**config.mk**
```make
export PLATFORM = sky130hd
export DESIGN_NAME = light_phase_timer
export DESIGN_NICKNAME = d
export VERILOG_FILES = /design/src/rtl/traffic_pkg.sv /design/src/rtl/phase_down_counter.sv /design/src/rtl/light_phase_timer.sv
export SDC_FILE = /design/constraint.sdc
export NUM_CORES = 1
export LEC_CHECK = 0
export BUFFER_PORTS_ARGS = -buffer_cell sky130_fd_sc_hd__buf_2
export CAP_MARGIN = 30
export CORE_UTILIZATION = 58
export DETAILED_ROUTE_END_ITERATION = 12
export PLACE_DENSITY = 0.88
export RECOVER_POWER = 50
export SLEW_MARGIN = 5
export SYNTH_ARGS = -nofsm -noshare
export SYNTH_HDL_FRONTEND = slang
export SYNTH_SLANG_ARGS = --single-unit
```
**constraint.sdc**
```tcl
create_clock -name clk -period 5.05 [get_ports clk]
set_clock_uncertainty 0.05 [all_clocks]
set_input_delay 1.01 -clock clk [delete_from_list [all_inputs] [get_ports clk]]
set_output_delay 1.01 -clock clk [all_outputs]
set_load 0.005 [all_outputs]
```
**src/rtl/traffic_pkg.sv**
```systemverilog
// Shared encodings for the intersection phase timer: FSM states, lamp codes
// and small elaboration-time helpers.
package traffic_pkg;

    typedef enum logic [2:0] {
        ST_NS_G  = 3'b000,
        ST_NS_Y  = 3'b001,
        ST_AR1   = 3'b010,
        ST_EW_G  = 3'b011,
        ST_EW_Y  = 3'b100,
        ST_AR2   = 3'b101,
        ST_FLASH = 3'b110
    } state_e;

    // One-hot lamp codes {red, yellow, green}
    localparam logic [2:0] LIGHT_R   = 3'b100;
    localparam logic [2:0] LIGHT_Y   = 3'b010;
    localparam logic [2:0] LIGHT_G   = 3'b001;
    localparam logic [2:0] LIGHT_OFF = 3'b000;

    function automatic int max5(input int a, input int b, input int c,
                                input int d, input int e);
        int m;
        m = a;
        if (b > m) m = b;
        if (c > m) m = c;
        if (d > m) m = d;
        if (e > m) m = e;
        return m;
    endfunction

    function automatic state_e next_phase(input state_e s);
        case (s)
            ST_NS_G: return ST_NS_Y;
            ST_NS_Y: return ST_AR1;
            ST_AR1:  return ST_EW_G;
            ST_EW_G: return ST_EW_Y;
            ST_EW_Y: return ST_AR2;
            default: return ST_NS_G;
        endcase
    endfunction

endpackage

```
**src/rtl/phase_down_counter.sv**
```systemverilog
// Loadable seconds down-counter; flags the final second of a phase.
module phase_down_counter #(
    parameter int              W       = 5,
    parameter logic [W-1:0]    RST_VAL = '0
) (
    input  logic         clk,
    input  logic         rstb,
    input  logic         load,
    input  logic [W-1:0] load_val,
    input  logic         dec,
    output logic [W-1:0] count,
    output logic         last
);

    logic [W-1:0] count_q;
    logic [W-1:0] count_d;

    always_comb begin
        count_d = count_q;
        if (load)     count_d = load_val;
        else if (dec) count_d = count_q - W'(1);
    end

    always_ff @(posedge clk or negedge rstb) begin
        if (!rstb) count_q <= RST_VAL;
        else       count_q <= count_d;
    end

    assign count = count_q;
    assign last  = (count_q == W'(1));

endmodule

```
**src/rtl/light_phase_timer.sv**
```systemverilog
// Two-way intersection phase sequencer driven by the seconds tick, with a
// night flash mode; lamps and phase_done are registered off the next state.
module light_phase_timer
    import traffic_pkg::*;
#(
    parameter  int NS_GREEN_SEC  = 20,
    parameter  int NS_YELLOW_SEC = 3,
    parameter  int EW_GREEN_SEC  = 15,
    parameter  int EW_YELLOW_SEC = 3,
    parameter  int ALL_RED_SEC   = 2,
    localparam int CNT_W = $clog2(max5(NS_GREEN_SEC, NS_YELLOW_SEC, EW_GREEN_SEC,
                                       EW_YELLOW_SEC, ALL_RED_SEC) + 1)
) (
    input  logic             clk,
    input  logic             rstb,
    input  logic             en,
    input  logic             sec_tick,
    input  logic             night_mode,
    output logic [2:0]       ns_light,
    output logic [2:0]       ew_light,
    output logic [CNT_W-1:0] remain_sec,
    output logic             phase_done
);

    if (NS_GREEN_SEC < 1 || NS_YELLOW_SEC < 1 || EW_GREEN_SEC < 1 ||
        EW_YELLOW_SEC < 1 || ALL_RED_SEC < 1) begin : g_bad_duration
        $error("light_phase_timer: every phase duration must be at least 1 second");
    end

    localparam logic [CNT_W-1:0] NS_G_C = CNT_W'(NS_GREEN_SEC);
    localparam logic [CNT_W-1:0] NS_Y_C = CNT_W'(NS_YELLOW_SEC);
    localparam logic [CNT_W-1:0] EW_G_C = CNT_W'(EW_GREEN_SEC);
    localparam logic [CNT_W-1:0] EW_Y_C = CNT_W'(EW_YELLOW_SEC);
    localparam logic [CNT_W-1:0] AR_C   = CNT_W'(ALL_RED_SEC);

    function automatic logic [CNT_W-1:0] duration(input state_e s);
        case (s)
            ST_NS_G: return NS_G_C;
            ST_NS_Y: return NS_Y_C;
            ST_EW_G: return EW_G_C;
            ST_EW_Y: return EW_Y_C;
            ST_AR1,
            ST_AR2:  return AR_C;
            default: return '0;
        endcase
    endfunction

    state_e           state_q, state_d;
    logic             flash_q, flash_d;
    logic             done_q, done_d;
    logic [2:0]       ns_q, ns_d, ew_q, ew_d;
    logic             tick_q;
    logic             cnt_load, cnt_dec, cnt_last;
    logic [CNT_W-1:0] cnt_val, cnt_count;
    state_e           nxt;

    assign tick_q = sec_tick & en;
    assign nxt    = next_phase(state_q);

    // night_mode is checked before expiry so a coincident tick enters FLASH
    always_comb begin
        state_d  = state_q;
        flash_d  = flash_q;
        done_d   = 1'b0;
        cnt_load = 1'b0;
        cnt_val  = '0;
        cnt_dec  = 1'b0;
        if (tick_q) begin
            if (state_q == ST_FLASH) begin
                if (!night_mode) begin
                    state_d  = ST_AR2;
                    flash_d  = 1'b0;
                    done_d   = 1'b1;
                    cnt_load = 1'b1;
                    cnt_val  = AR_C;
                end else begin
                    flash_d = ~flash_q;
                end
            end else if (night_mode) begin
                state_d  = ST_FLASH;
                flash_d  = 1'b1;
                done_d   = 1'b1;
                cnt_load = 1'b1;
                cnt_val  = '0;
            end else if (cnt_last) begin
                state_d  = nxt;
                done_d   = 1'b1;
                cnt_load = 1'b1;
                cnt_val  = duration(nxt);
            end else begin
                cnt_dec = 1'b1;
            end
        end
    end

    always_comb begin
        ns_d = LIGHT_R;
        ew_d = LIGHT_R;
        case (state_d)
            ST_NS_G:  ns_d = LIGHT_G;
            ST_NS_Y:  ns_d = LIGHT_Y;
            ST_EW_G:  ew_d = LIGHT_G;
            ST_EW_Y:  ew_d = LIGHT_Y;
            ST_FLASH: begin
                ns_d = flash_d ? LIGHT_Y : LIGHT_OFF;
                ew_d = flash_d ? LIGHT_Y : LIGHT_OFF;
            end
            default: ;
        endcase
    end

    always_ff @(posedge clk or negedge rstb) begin
        if (!rstb) begin
            state_q <= ST_AR2;
            flash_q <= 1'b0;
            done_q  <= 1'b0;
            ns_q    <= LIGHT_R;
            ew_q    <= LIGHT_R;
        end else begin
            state_q <= state_d;
            flash_q <= flash_d;
            done_q  <= done_d;
            ns_q    <= ns_d;
            ew_q    <= ew_d;
        end
    end

    phase_down_counter #(
        .W       (CNT_W),
        .RST_VAL (AR_C)
    ) u_cnt (
        .clk      (clk),
        .rstb     (rstb),
        .load     (cnt_load),
        .load_val (cnt_val),
        .dec      (cnt_dec),
        .count    (cnt_count),
        .last     (cnt_last)
    );

    assign ns_light   = ns_q;
    assign ew_light   = ew_q;
    assign remain_sec = cnt_count;
    assign phase_done = done_q;

endmodule

```
## After elaboration in Yosys (flattened, before gate mapping)

Cells that the tools add are included.

| storage, ports and cells | value |
|---|---|
| register bits after elaboration | 16 |
| output and inout port bits | 12 |
| word-level logic and storage cells | 60 |

| operators by class | value |
|---|---|
| eq/ne operators | 15 |
| add/subtract/negate cells | 1 |
| bitwise operators | 2 |
| mux-type cells | 30 |
| reductions and logical operators | 6 |

Operators by type and width:

| cell | number |
|---|---|
| $mux 5 | 6 |
| $pmux 5 s4 | 1 |
| $eq 3x3->1 const B | 6 |
| $pmux 3 s3 | 2 |
| $eq 3x2->1 const B | 5 |
| $mux 3 | 5 |
| $pmux 3 s5 | 1 |
| $mux 1 | 13 |
| $eq 3x1->1 const B | 3 |
| $logic_not 3->1 | 3 |
| $eq 5x1->1 const B | 1 |
| $sub 5x1->5 const B | 1 |
| $mux 2 | 2 |
| $reduce_or 2->1 | 2 |
| $reduce_bool 2->1 | 1 |
| $and 1x1->1 | 1 |
| $not 1->1 | 1 |

## Logic depth before layout (Yosys ltp)

| depth | value |
|---|---|
| depth in word-level cells | 10 |
| depth in mapped cells | 7 |
| mapped depth without buffers | 6 |

## Hierarchy

A second synthesis with hierarchy kept.

| second synthesis, totals | value |
|---|---|
| cells, all modules | 90 |
| area total of the unflattened synthesis | 918.4 um^2 |

Modules (own cells, without submodules):

| module | cells each | instances | sequential area each (um^2) | area an instance (um^2) |
|---|---|---|---|---|
| light_phase_timer | 61 | 1 | 280.3 | 616.8 |
| phase_down_counter | 29 | 1 | 126.4 | 301.5 |

## Worst setup path after synthesis

Ideal clock, no wire load.

| timing | value |
|---|---|
| path kind | input to register |
| start point | input port sec_tick |
| end point | register ns_q[1], in the netlist ns_light[1] |
| required time | 4.872 ns |
| stages | 5 |
| slack | 2.804 ns |
| buffers on the path | 1 |
| arrival | 2.069 ns |
| cells stage by stage | and2_1 -> clkbuf_1 -> a31oi_1 -> o221ai_2 -> mux2_1 |

| on the way | value |
|---|---|
| word-level cells in the longest chain between the ends | 4 |

Ends and longest elaborated chain:

| item | RTL line | source |
|---|---|---|
| from (decl) | light_phase_timer.sv:17 | `input logic sec_tick,` |
| $and 1x1->1 (*) | light_phase_timer.sv:57 | `assign tick_q = sec_tick & en;` |
| $mux 3 (*) | light_phase_timer.sv:68 | `if (tick_q) begin` |
| net state_d[1] | light_phase_timer.sv:48 | `state_e state_q, state_d;` |
| $eq 3x3->1 (tied with other cells) | light_phase_timer.sv:99 | `case (state_d)` |
| $pmux 3 s3 (*) | light_phase_timer.sv:99 |  |
| net ns_d[1] | light_phase_timer.sv:51 | `logic [2:0] ns_q, ns_d, ew_q, ew_d;` |
| to (signal assigned) | light_phase_timer.sv:123 | `ns_q <= ns_d;` |
| to (decl) | light_phase_timer.sv:51 |  |

Mark *: on every way through the listed nets, which the timed path passes. The rest lies on a longest branch.
A chain may end at the register's enable or synchronous reset.

## Worst setup path after layout

| timing | value |
|---|---|
| start point | register u_cnt.count_q[0], in the netlist u_cnt.count[0] |
| end point | register ns_q[1], in the netlist ns_light[1] |

| on the way | value |
|---|---|
| word-level cells in the longest chain between the ends | 7 |

Ends and longest elaborated chain:

| item | RTL line | source |
|---|---|---|
| from (decl) | phase_down_counter.sv:15 | `logic [W-1:0] count_q;` |
| from (signal assigned) | phase_down_counter.sv:26 | `else count_q <= count_d;` |
| $eq 5x1->1 (*) | phase_down_counter.sv:30 | `assign last = (count_q == W'(1));` |
| $mux 3 (*) | light_phase_timer.sv:85 | `end else if (cnt_last) begin` |
| $mux 3 (*) | light_phase_timer.sv:79 | `end else if (night_mode) begin` |
| $mux 3 (*) | light_phase_timer.sv:69 | `if (state_q == ST_FLASH) begin` |
| $mux 3 (*) | light_phase_timer.sv:68 |  |
| $eq 3x3->1 (tied with other cells) | light_phase_timer.sv:99 |  |
| $pmux 3 s3 (*) | light_phase_timer.sv:99 |  |
| net ns_d[1] | light_phase_timer.sv:51 |  |

Marks and branches as above.

==> metrics.md <==
| Metric | Value |
|---|---|
| Setup TNS Final | 0 ns |
| Vias in the first global route | 807 |
| # DRC | 0 |
| Buf+Inv Stages, Crit Path | 0 |
| Die width | 42.6 um |
| Measured slew at the worst slew-check pin | 0.827 ns |
| Cell family with most CP delay | simple AND/OR/NAND/NOR gates |
| Cell-internal power | 0.368 mW |
| Reg2reg end | ns_light[1]$_DFF_PN0_ |
| Max-Cap Viols | 0 |
| Psw | 0.275 mW |
| Initial Utilization | 0.628 |
| Final count of negative-setup-slack endpoints | 0 |
| Initial drt markers | 38 |
| Clock transition at path regs | 0.10 ns |
| Sequential share of power | 0.408 |
| Clock tree root buffer cell | clkbuf_4 |
| Register-to-register setup slack | 2.65 ns |
| First-pass GRT wire length | 3520 um |
| TritonCTS clock tree | yes |
| Port Buf Inserts | 16 |
| Routed WL | 2050 um |
| Reg-to-reg startpoint | u_cnt.count[0]$_DFFE_PN0P_ |
| Ant. Diodes | 0 |
| WP data required | 5.24 ns |
| RSZ-0062 raised after global routing | false |
| Max Slew Vio Count | 0 |
| Post-route cell area | 1060 sq um |
| Num CTS Buffers | 3 |
| Comb power frac | 0.456 |
| Area added between synthesis and finish | 11.1% |
| CTS sink count | 16 |
| Status | finished clean |
| Final GP Congestion | 0.886 |
| Initial antenna violation count | 0 |
| GRT Total Usage | 0.257 |
| Peak VDD IR | 0.324 mV |
| Mapped Area | 957 sq um |
| R2R cell count | 5 |
| Via-to-Cell Ratio | 6.46 |
| CP Launch Type | flop |
| Power per Cell Area | 605 nW/um^2 |
| Post-layout min period | 2.40 ns |
| Routed vias | 898 |
| Period utilization | 0.476 |
| Hold Vio Cnt, Final | 0 |
| HPWL after detailed placement | 1370 um |
| Area share of the leading cell type in the synthesized netlist | 0.288 |
| Mapped Nets | 117 |
| Maximum fanout along the worst path | 11 |
| Leakage Power | 0.479 nW |
| Final core utilization | 0.698 |
| Die height | 42.6 um |
| Crit path to | ns_light[1]$_DFF_PN0_ |
| Rel. slew slack | 0.449 |
| Die ar. | 1820 sq um |
| Final worst slack | 2.65 ns |
| Synthesized flop and latch total | 16 |
| Sw frac | 0.428 |
| Clock buffer depth | 2 |
| Stages on the worst setup path | 5 |
| Distinct cells, synth | 40 |
| Ranking of synthesized cells by area | dfrtp_1 29%, dfstp_2 14%, nand2_1 5.5% |
| Met2 track demand over resource | 0.400 |
| Syn_area_per_cell | 8.70 sq um |
| Cells resized by post-CTS repair | 0 |
| Nets@finish | 131 |
| Hold Buf Count CTS | 0 |
| DRT Pass-1 Iters | 4 |
| Grt ovf | 0 |
| Slowest CP cell | or4b_1 |
| GRT busiest layer | met2 |
| Rows | 14 |
| Critical path, cell by cell | ha_1 > or4b_1 > or4_1 > a31oi_1 > mux2_1 |
| Clk pwr share | 0.136 |
| Critical path class | flop to flop |
| Core outline area | 1520 sq um |
| Area post-placement | 1030 sq um |
| Worst setup path start | u_cnt.count[0]$_DFFE_PN0P_ |
| Synth Instances | 110 |
| Antenna Nets Post-Route | 0 |
| Crit end category | flop |
| WP data arrival | 2.59 ns |
| Global-route met1 utilization | 0.361 |
| F_max | 416 MHz |
| Yosys Warn Count | 0 |
| Largest area contributor in the netlist | dfrtp_1 |
| Worst hold path class | flop to flop |
| Worst-skew pair later-pin latency | 0.30 ns |
| Setup Buffers After CTS | 0 |
| # IOs | 17 |
| Share of layout cells above drive strength 1 | 0.203 |
| Worst path max stage delay | 0.65 ns |
| Place WS | 2.67 ns |
| Register area share after synthesis | 0.425 |
| WL/cell | 14.7 um |
| Total number of H-tree levels | 1 |
| Met3 Resource Use GR | 0.0259 |
| Largest net degree at the start of global routing | 18 |
[cells by family after synthesis]
group | after synthesis | synth area share
compound gates | 29 | 0.208
xor+xnor | 1 | 0.00915
fa+ha+maj | 2 | 0.0261
buf+inv | 13 | 0.0562
flops | 16 | 0.425
mux | 1 | 0.0118
simple gates | 48 | 0.264
[stage by stage]
step / hold slack [ns] / cells / power, mW
finish: 0.470 / 139 / 0.643
global route: 0.500 / 139 / 0.695
CTS: 0.472 / 139 / 0.641
detailed placement: 0.459 / 135 / 0.553
global placement: 0.451 / 135 / 0.541
floorplan: 0.417 / 110 / 0.469
[state kept, by name, summed over array words and instances (netlist names)]
name / count
phase_done: 1
state_q: 3
ew_light: 3
flash_q: 1
u_cnt.count: 5
ns_light: 3
[power groups by stage]
stage / registers, mW / clock network, mW / logic, mW
final: 0.263 / 0.0872 / 0.294
after global routing: 0.274 / 0.0901 / 0.331
after CTS: 0.261 / 0.0883 / 0.292
after detailed placement: 0.264 / 0 / 0.289
after global placement: 0.261 / 0 / 0.280
after floorplan: 0.236 / 0 / 0.232
[Yosys cell counts, drive strengths merged]
master	instances
a222oi	1
nand2b	3
o31ai	2
nor4	4
o22a	1
or4	1
a21oi	5
dfstp	5
and2	2
nor3b	1
inv	5
nand3b	1
dfrtp	11
o22ai	1
or3b	1
nor3	5
a21o	1
ha	2
a31oi	4
a21boi	1
or4b	1
mux2	1
o221ai	2
nor4b	1
nor2	6
xor2	1
clkbuf	6
nor2b	2
o41ai	1
buf	2
a221oi	1
a211oi	1
o21a	1
nand2	14
o211ai	1
and3b	1
nand3	5
o21ai	6
[worst min path at each step]
stage / endpoint / depth (start not counted) / from / slack, ns
finish: flash_q$_DFF_PN0_ / 1 / flash_q$_DFF_PN0_ / 0.47
global route: flash_q$_DFF_PN0_ / 1 / flash_q$_DFF_PN0_ / 0.50
CTS: flash_q$_DFF_PN0_ / 1 / flash_q$_DFF_PN0_ / 0.47
detailed placement: flash_q$_DFF_PN0_ / 1 / flash_q$_DFF_PN0_ / 0.46
global placement: flash_q$_DFF_PN0_ / 1 / flash_q$_DFF_PN0_ / 0.45
floorplan: flash_q$_DFF_PN0_ / 1 / flash_q$_DFF_PN0_ / 0.42
[layer usage]
layer | share of wire | routed length [um] | up-vias
met3 | 0.059 | 120 | 5
met1 | 0.46 | 945 | 420
met4 | 0.020 | 41 | 0
met5 | 0 | 0 | -
li1 | - | - | 432
met2 | 0.46 | 940 | 41
[area by class of cell]
type | instances | area [sq um]
multi-input combinational | 81 | 497
fill | 114 | 460
clock buffer | 4 | 36.3
timing repair buffer | 17 | 85.1
tap | 16 | 20.0
inverter | 5 | 18.8
sequential | 16 | 407
[worst reg2reg max path, delay by kind of cell (launching register included)]
| kind | cells | cell delay [ns] |
|---|---|---|
| AND/OR/NAND/NOR | 2 | 1.18 |
| adder cells (fa/ha/maj) | 1 | 0.21 |
| AO/OA/AOI/OAI | 1 | 0.26 |
| multiplexers | 1 | 0.17 |
| flip-flops | 1 | 0.47 |
[layout by cell type (no fill, tap or decap), types with 2 or more instances in the layout]
cell	n
a31oi_1	4
buf_2	14
inv_1	5
nand3_1	5
nor2b_1	2
nor3_1	5
clkbuf_1	2
o21ai_0	6
a21oi_1	5
nor4_1	4
nand2_1	14
o31ai_1	2
nand2b_1	3
ha_1	2
nor2_1	6
clkbuf_4	3
dfrtp_1	11
dfstp_2	4
Power figures use the tool's default switching activity.
